===== src/rtl/gpsdo_pkg.sv =====
// Shared GPSDO types and constants: phase-detector state encoding, datapath widths,
// and default loop constants also used by the loop-filter block.
package gpsdo_pkg;

    localparam int unsigned PHASE_W         = 25;
    localparam int unsigned CNT_W           = 24;
    localparam int unsigned LOCK_CNT_W      = 8;
    localparam int unsigned DEF_WINDOW      = 5_000_000;
    localparam int unsigned DEF_LOCK_THRESH = 100;
    localparam int unsigned DEF_LOCK_NUM    = 16;

    typedef enum logic [1:0] {
        ST_IDLE      = 2'd0,
        ST_WAIT      = 2'd1,
        ST_GPS_FIRST = 2'd2,
        ST_LOC_FIRST = 2'd3
    } meas_state_e;

    // Magnitude of a phase result; the measurement window keeps it clear of -2^24.
    function automatic logic [PHASE_W-1:0] phase_abs(input logic signed [PHASE_W-1:0] d);
        return d[PHASE_W-1] ? PHASE_W'(-d) : PHASE_W'(d);
    endfunction

endpackage


===== src/rtl/pps_lock_det.sv =====
// Lock qualifier: counts consecutive in-threshold phase results and flags lock
// once LOCK_NUM of them have been seen; any bad result, timeout or disable clears it.
module pps_lock_det
    import gpsdo_pkg::*;
#(
    parameter int unsigned LOCK_THRESH = DEF_LOCK_THRESH,
    parameter int unsigned LOCK_NUM    = DEF_LOCK_NUM
) (
    input  logic                      clk,
    input  logic                      rst_n,
    input  logic                      i_en,
    input  logic                      i_valid,
    input  logic                      i_timeout,
    input  logic signed [PHASE_W-1:0] i_diff,
    output logic                      o_locked
);

    logic [LOCK_CNT_W-1:0] r_lock_cnt;
    logic [LOCK_CNT_W-1:0] w_lock_cnt_next;
    logic                  w_in_lock;

    assign w_in_lock = (phase_abs(i_diff) <= PHASE_W'(LOCK_THRESH));

    always_comb begin
        w_lock_cnt_next = r_lock_cnt;
        if (!i_en || i_timeout) begin
            w_lock_cnt_next = '0;
        end else if (i_valid) begin
            if (!w_in_lock) begin
                w_lock_cnt_next = '0;
            end else if (r_lock_cnt != LOCK_CNT_W'(LOCK_NUM)) begin
                w_lock_cnt_next = r_lock_cnt + LOCK_CNT_W'(1);
            end
        end
    end

    // Locked follows the updated count so it moves the cycle after the qualifying result.
    always_ff @(posedge clk or negedge rst_n) begin
        if (!rst_n) begin
            r_lock_cnt <= '0;
            o_locked   <= 1'b0;
        end else begin
            r_lock_cnt <= w_lock_cnt_next;
            o_locked   <= (w_lock_cnt_next == LOCK_CNT_W'(LOCK_NUM));
        end
    end

endmodule


===== src/rtl/pps_phase_meas.sv =====
// 1PPS phase detector: signed tick count between the GPS and local 1PPS rising edges,
// one result per second, with window timeout and lock indication.
module pps_phase_meas
    import gpsdo_pkg::*;
#(
    parameter int unsigned                 WINDOW      = DEF_WINDOW,
    parameter logic signed [PHASE_W-1:0]   CAL_OFFSET  = '0,
    parameter int unsigned                 LOCK_THRESH = DEF_LOCK_THRESH,
    parameter int unsigned                 LOCK_NUM    = DEF_LOCK_NUM
) (
    input  logic                      CLK_SYS,
    input  logic                      CLK_RST,
    input  logic                      Meas_EN,
    input  logic                      Flag_GPS_posedge,
    input  logic                      _1PPS_Local,
    output logic signed [PHASE_W-1:0] Phase_Diff,
    output logic                      Phase_Valid,
    output logic                      Phase_Timeout,
    output logic                      Locked
);

    meas_state_e               r_state;
    meas_state_e               w_state_next;
    logic [CNT_W-1:0]          r_cnt;
    logic [CNT_W-1:0]          w_cnt_next;
    logic                      r_local_d;
    logic                      w_loc_rise;
    logic                      w_gps_rise;
    logic                      w_emit;
    logic                      w_timeout;
    logic                      w_at_window;
    logic [PHASE_W-1:0]        w_cnt_inc;
    logic signed [PHASE_W-1:0] w_raw;

    assign w_loc_rise  = _1PPS_Local & ~r_local_d;
    assign w_gps_rise  = Flag_GPS_posedge;
    assign w_cnt_inc   = PHASE_W'(r_cnt) + PHASE_W'(1);
    assign w_at_window = (w_cnt_inc == PHASE_W'(WINDOW));

    always_ff @(posedge CLK_SYS or negedge CLK_RST) begin
        if (!CLK_RST) begin
            r_state <= ST_IDLE;
        end else begin
            r_state <= w_state_next;
        end
    end

    // A closing edge beats both the restart and the window timeout.
    always_comb begin
        w_state_next = r_state;
        if (!Meas_EN) begin
            w_state_next = ST_IDLE;
        end else begin
            case (r_state)
                ST_IDLE:      w_state_next = ST_WAIT;
                ST_WAIT: begin
                    if (w_gps_rise && !w_loc_rise) begin
                        w_state_next = ST_GPS_FIRST;
                    end else if (w_loc_rise && !w_gps_rise) begin
                        w_state_next = ST_LOC_FIRST;
                    end
                end
                ST_GPS_FIRST: begin
                    if (w_loc_rise || (!w_gps_rise && w_at_window)) begin
                        w_state_next = ST_WAIT;
                    end
                end
                ST_LOC_FIRST: begin
                    if (w_gps_rise || (!w_loc_rise && w_at_window)) begin
                        w_state_next = ST_WAIT;
                    end
                end
                default:      w_state_next = ST_IDLE;
            endcase
        end
    end

    always_comb begin
        w_emit     = 1'b0;
        w_timeout  = 1'b0;
        w_raw      = '0;
        w_cnt_next = r_cnt;
        if (!Meas_EN) begin
            w_cnt_next = '0;
        end else begin
            case (r_state)
                ST_IDLE: w_cnt_next = '0;
                ST_WAIT: begin
                    w_cnt_next = '0;
                    w_emit     = w_gps_rise & w_loc_rise;
                end
                ST_GPS_FIRST: begin
                    w_cnt_next = CNT_W'(w_cnt_inc);
                    if (w_loc_rise) begin
                        w_emit     = 1'b1;
                        w_raw      = $signed(w_cnt_inc);
                        w_cnt_next = '0;
                    end else if (w_gps_rise) begin
                        w_cnt_next = '0;
                    end else if (w_at_window) begin
                        w_timeout  = 1'b1;
                        w_cnt_next = '0;
                    end
                end
                ST_LOC_FIRST: begin
                    w_cnt_next = CNT_W'(w_cnt_inc);
                    if (w_gps_rise) begin
                        w_emit     = 1'b1;
                        w_raw      = -$signed(w_cnt_inc);
                        w_cnt_next = '0;
                    end else if (w_loc_rise) begin
                        w_cnt_next = '0;
                    end else if (w_at_window) begin
                        w_timeout  = 1'b1;
                        w_cnt_next = '0;
                    end
                end
                default: w_cnt_next = '0;
            endcase
        end
    end

    // Phase_Diff only moves on a result so the loop filter can read it at leisure.
    always_ff @(posedge CLK_SYS or negedge CLK_RST) begin
        if (!CLK_RST) begin
            r_cnt         <= '0;
            r_local_d     <= 1'b0;
            Phase_Diff    <= '0;
            Phase_Valid   <= 1'b0;
            Phase_Timeout <= 1'b0;
        end else begin
            r_cnt         <= w_cnt_next;
            r_local_d     <= _1PPS_Local;
            Phase_Valid   <= w_emit;
            Phase_Timeout <= w_timeout;
            if (w_emit) begin
                Phase_Diff <= w_raw + CAL_OFFSET;
            end
        end
    end

    pps_lock_det #(
        .LOCK_THRESH (LOCK_THRESH),
        .LOCK_NUM    (LOCK_NUM)
    ) u_lock_det (
        .clk       (CLK_SYS),
        .rst_n     (CLK_RST),
        .i_en      (Meas_EN),
        .i_valid   (Phase_Valid),
        .i_timeout (Phase_Timeout),
        .i_diff    (Phase_Diff),
        .o_locked  (Locked)
    );

endmodule

===== config.mk =====
export PLATFORM = sky130hd
export DESIGN_NAME = pps_phase_meas
export DESIGN_NICKNAME = d
export VERILOG_FILES = /design/src/rtl/gpsdo_pkg.sv /design/src/rtl/pps_lock_det.sv /design/src/rtl/pps_phase_meas.sv
export SDC_FILE = /design/constraint.sdc
export NUM_CORES = 1
export LEC_CHECK = 0
export ABC_AREA = 1
export CAP_MARGIN = 30
export CORE_ASPECT_RATIO = 1.25
export CORE_UTILIZATION = 40
export DETAILED_ROUTE_END_ITERATION = 8
export GPL_ROUTABILITY_DRIVEN = 0
export PLACE_DENSITY_LB_ADDON = 0.12
export RECOVER_POWER = 100
export SLEW_MARGIN = 20
export SYNTH_ARGS = -nofsm -noshare
export SYNTH_HDL_FRONTEND = slang
export SYNTH_SLANG_ARGS = --single-unit

===== constraint.sdc =====
create_clock -name CLK_SYS -period 2.4 [get_ports CLK_SYS]
set_input_delay 0.24 -clock CLK_SYS [delete_from_list [all_inputs] [get_ports CLK_SYS]]
set_output_delay 0.24 -clock CLK_SYS [all_outputs]
set_load 0.02 [all_outputs]

==> metrics.txt <==
Slew headroom=a little over a tenth; vias post-DR=5300; flop-to-flop setup slack=-0.03 ns; HP Class=in2async; # setup viols final=19; number of flops mapped to enable cells by yosys=0; Peak Freq=between 400 and 500 MHz; synthesis-to-finish area growth=37.35%; leading area contributor after synthesis=dfrtp_1; failing checks=negative setup slack; Final Non-Filler Cells=~1000; drt pass-1 iters=5; Commonest cells post-synth=229 x nand2_1, 122 x nor2_1, 97 x inv_1; worst setup path endpoint=r_cnt[7]; DIE HEIGHT=around 130 um; CP startpoint kind=flop; synth top area cells=dfrtp_1 32%, nand2_1 18%, nor2_1 9.4%, inv_1 7.5%, nand3_1 7.3%; Syn Area/Cell=roughly 6.3 um2; CTS buffer count=9; I/O Pins=33; Worst path most repeated cell=nor2_4; Worst-path clk slew=roughly 0.06 ns; critical path type=reg2reg; LEAKAGE=about 3.2 nW; layout cell share with drive strength beyond 1=23.03%; Detailed Route Iter0 Violations=roughly 340; post-synth top area share=roughly a third; Max Transition Viols Final=0; final setup margin=-0.02567 ns; Die X=100.5 um; htree depth=3; Avg WL per Cell=roughly 14 um; ANT cells=0; DP HPWL=between 10 and 15 mm; Setup WS pre-CTS=-0.1154 ns; core area=roughly 12000 um2; antenna violations before repair=0; Final Hold Fails=0; post-synthesis sequential area ratio=approximately 32%; period utilization=101.1%; placed insts=between 900 and 1000; worst setup path startpoint=r_cnt[1]; Final TNS setup=-0.2431 ns; clk_lat worst skew=between 0.3 and 0.4 ns; port bufs=32; TritonCTS clock tree=built; status=complete, but fails checks; critical path, cell by cell=buf_6, nand3_4, nor2_4, nand2_4, nor2_4, buf_4, xor2_4, nand2_2, nor2_4, inv_2, nor3_4, nand2_2, nand3_4, clkbuf_16, nor2_1; clk buf depth=2; gr usage total=between 20% and 30%; Crit path max-delay family=simple AND/OR/NAND/NOR gates; CP max stage delay=around 0.41 ns; endpoint class of the critical path=flop; root buffer cell=clkbuf_16; reg2reg start=r_cnt[1]; die area=12570 um2; synthesized area=approximately 4900 um2; Hold Slack=0.2776 ns; top_reg_cell synth=dfrtp_1; minimum clock period=2.426 ns; final WL=between 10 and 15 mm; crit-path max FO=6; MaxCap Viol Count=0; Crit path arrival time=about 2.7 ns; RSZ-0062 raised after global routing=yes; most frequent cell after synthesis=nand2_1; Cell variety after synth=38; Layout Nets=881; # DRC=0; slew at the pin closest to its max-slew limit=approximately 1.3 ns; Synth Register Bits=between 60 and 70; Synth async-reset ratio=100.0%; first-pass GRT wire length=approximately 23 mm; # clock sinks=63; largest net degree at the start of global routing=60; Max stage delay cell, worst path=dfrtp_1; std cell rows=44; Routed Antenna Nets=0; PD cells=~670 nW/um2; Worst path depth=15; Mapped Nets=780; vias per cell=5.106; Critical Path RT=between 2 and 3 ns; FF-to-FF End=r_cnt[7]; Buf/Inv on CP=4; Layout Skew=0.009171 ns; YS warnings=0; grt total ovfl=0; post-synthesis instance total=approximately 770; starting density of the core=between 40% and 50%; number of global-route vias before repair=between 4000 and 5000; Peak VDD IR=around 0.00032 V; reg2reg path depth=15
==> layout make-up <==
| type | instances | area [um2] |
|---|---|---|
| Sequential cell | 63 | 1579 |
| Inverter | 103 | 389.1 |
| Fill cell | 1134 | 5064 |
| Timing Repair Buffer | 104 | 929.6 |
| Tap cell | 161 | 201.4 |
| Multi-Input combinational cell | 591 | 3249 |
| Clock inverter | 6 | 85.08 |
| Clock buffer | 10 | 229.0 |
==> metal layers <==
metal / track usage [%] / part of all wire [%] / vias up
li1: - / - / 2655
met1: 29.14 / 42 / 2424
met2: 39.61 / 49 / 173
met3: 3.074 / 3.9 / 48
met4: 12.36 / 5.0 / 0
met5: 0 / 0 / -
==> worst min-delay path by stage <==
| stage | from | end | depth (start not counted) |
|---|---|---|---|
| floorplan | CLK_RST | Phase_Diff[0] | 0 |
| global placement | CLK_RST | Phase_Diff[6] | 1 |
| detailed placement | CLK_RST | Phase_Diff[6] | 1 |
| CTS | CLK_RST | Phase_Diff[6] | 2 |
| global route | CLK_RST | Phase_Diff[6] | 2 |
| finish | CLK_RST | Phase_Diff[6] | 2 |
==> flip-flops by register name, summed over array words and instances, names as in the netlist <==
name / count
r_local_d: 1
Phase_Timeout: 1
r_cnt: 24
Phase_Diff: 25
u_lock_det.r_lock_cnt: 8
Phase_Valid: 1
r_state: 2
u_lock_det.o_locked: 1
==> per-stage QoR <==
step | util [%] | instance area, um2 | power, mW
2_1_floorplan | - | 4851 | 2.459
3_3_place_gp | 48.29 | 5663 | 3.068
3_5_place_dp | 48.29 | 5663 | 3.081
4_1_cts | 51.61 | 6052 | 4.495
5_1_grt | 56.82 | 6663 | 4.767
6_report | 56.82 | 6663 | 4.460
==> logic make-up (layout without fill, tap and decap cells) <==
kind of cell    Yosys count  in the layout  synth area share (%)
simple gates            479            479                 42.25
buf+inv                 117            223                 9.492
compound gates           83             83                 9.363
flops                    63             63                 32.50
xor+xnor                 25             25                 5.365
fa+ha+maj                 4              4                 1.032
==> layout by cell type (no fill, tap or decap), drive strengths merged, types with 3 or more instances in the layout <==
| cell type | instances |
|---|---|
| o21ai | 49 |
| xnor2 | 4 |
| o22ai | 8 |
| o211ai | 3 |
| nand3 | 73 |
| xor2 | 21 |
| dlygate4sd3 | 30 |
| nand4 | 14 |
| buf | 69 |
| nor2 | 134 |
| dfrtp | 63 |
| nor3 | 18 |
| ha | 4 |
| nand2 | 231 |
| nand3b | 4 |
| or2 | 3 |
| clkbuf | 13 |
| a21oi | 15 |
| inv | 103 |
==> where the power goes <==
group	internal, mW	switching (mW)	leakage [nW]	total, mW
sequential	1.22	0.252	0.833	1.47
combinational	0.622	0.967	2.19	1.59
clock	0.905	0.491	0.148	1.40
==> repair_timing <==
item | 4_1_cts | 5_1_grt
setup endpoints to repair | 31 | 50
buffers inserted | 1 | 23
pin swaps | 2 | 31
gates cloned | 0 | 3
resized for setup | 14 | 113
endpoints found under the hold margin | 4 | 0
hold buffers | 1 | 0
(Power assumes the default switching activity.)
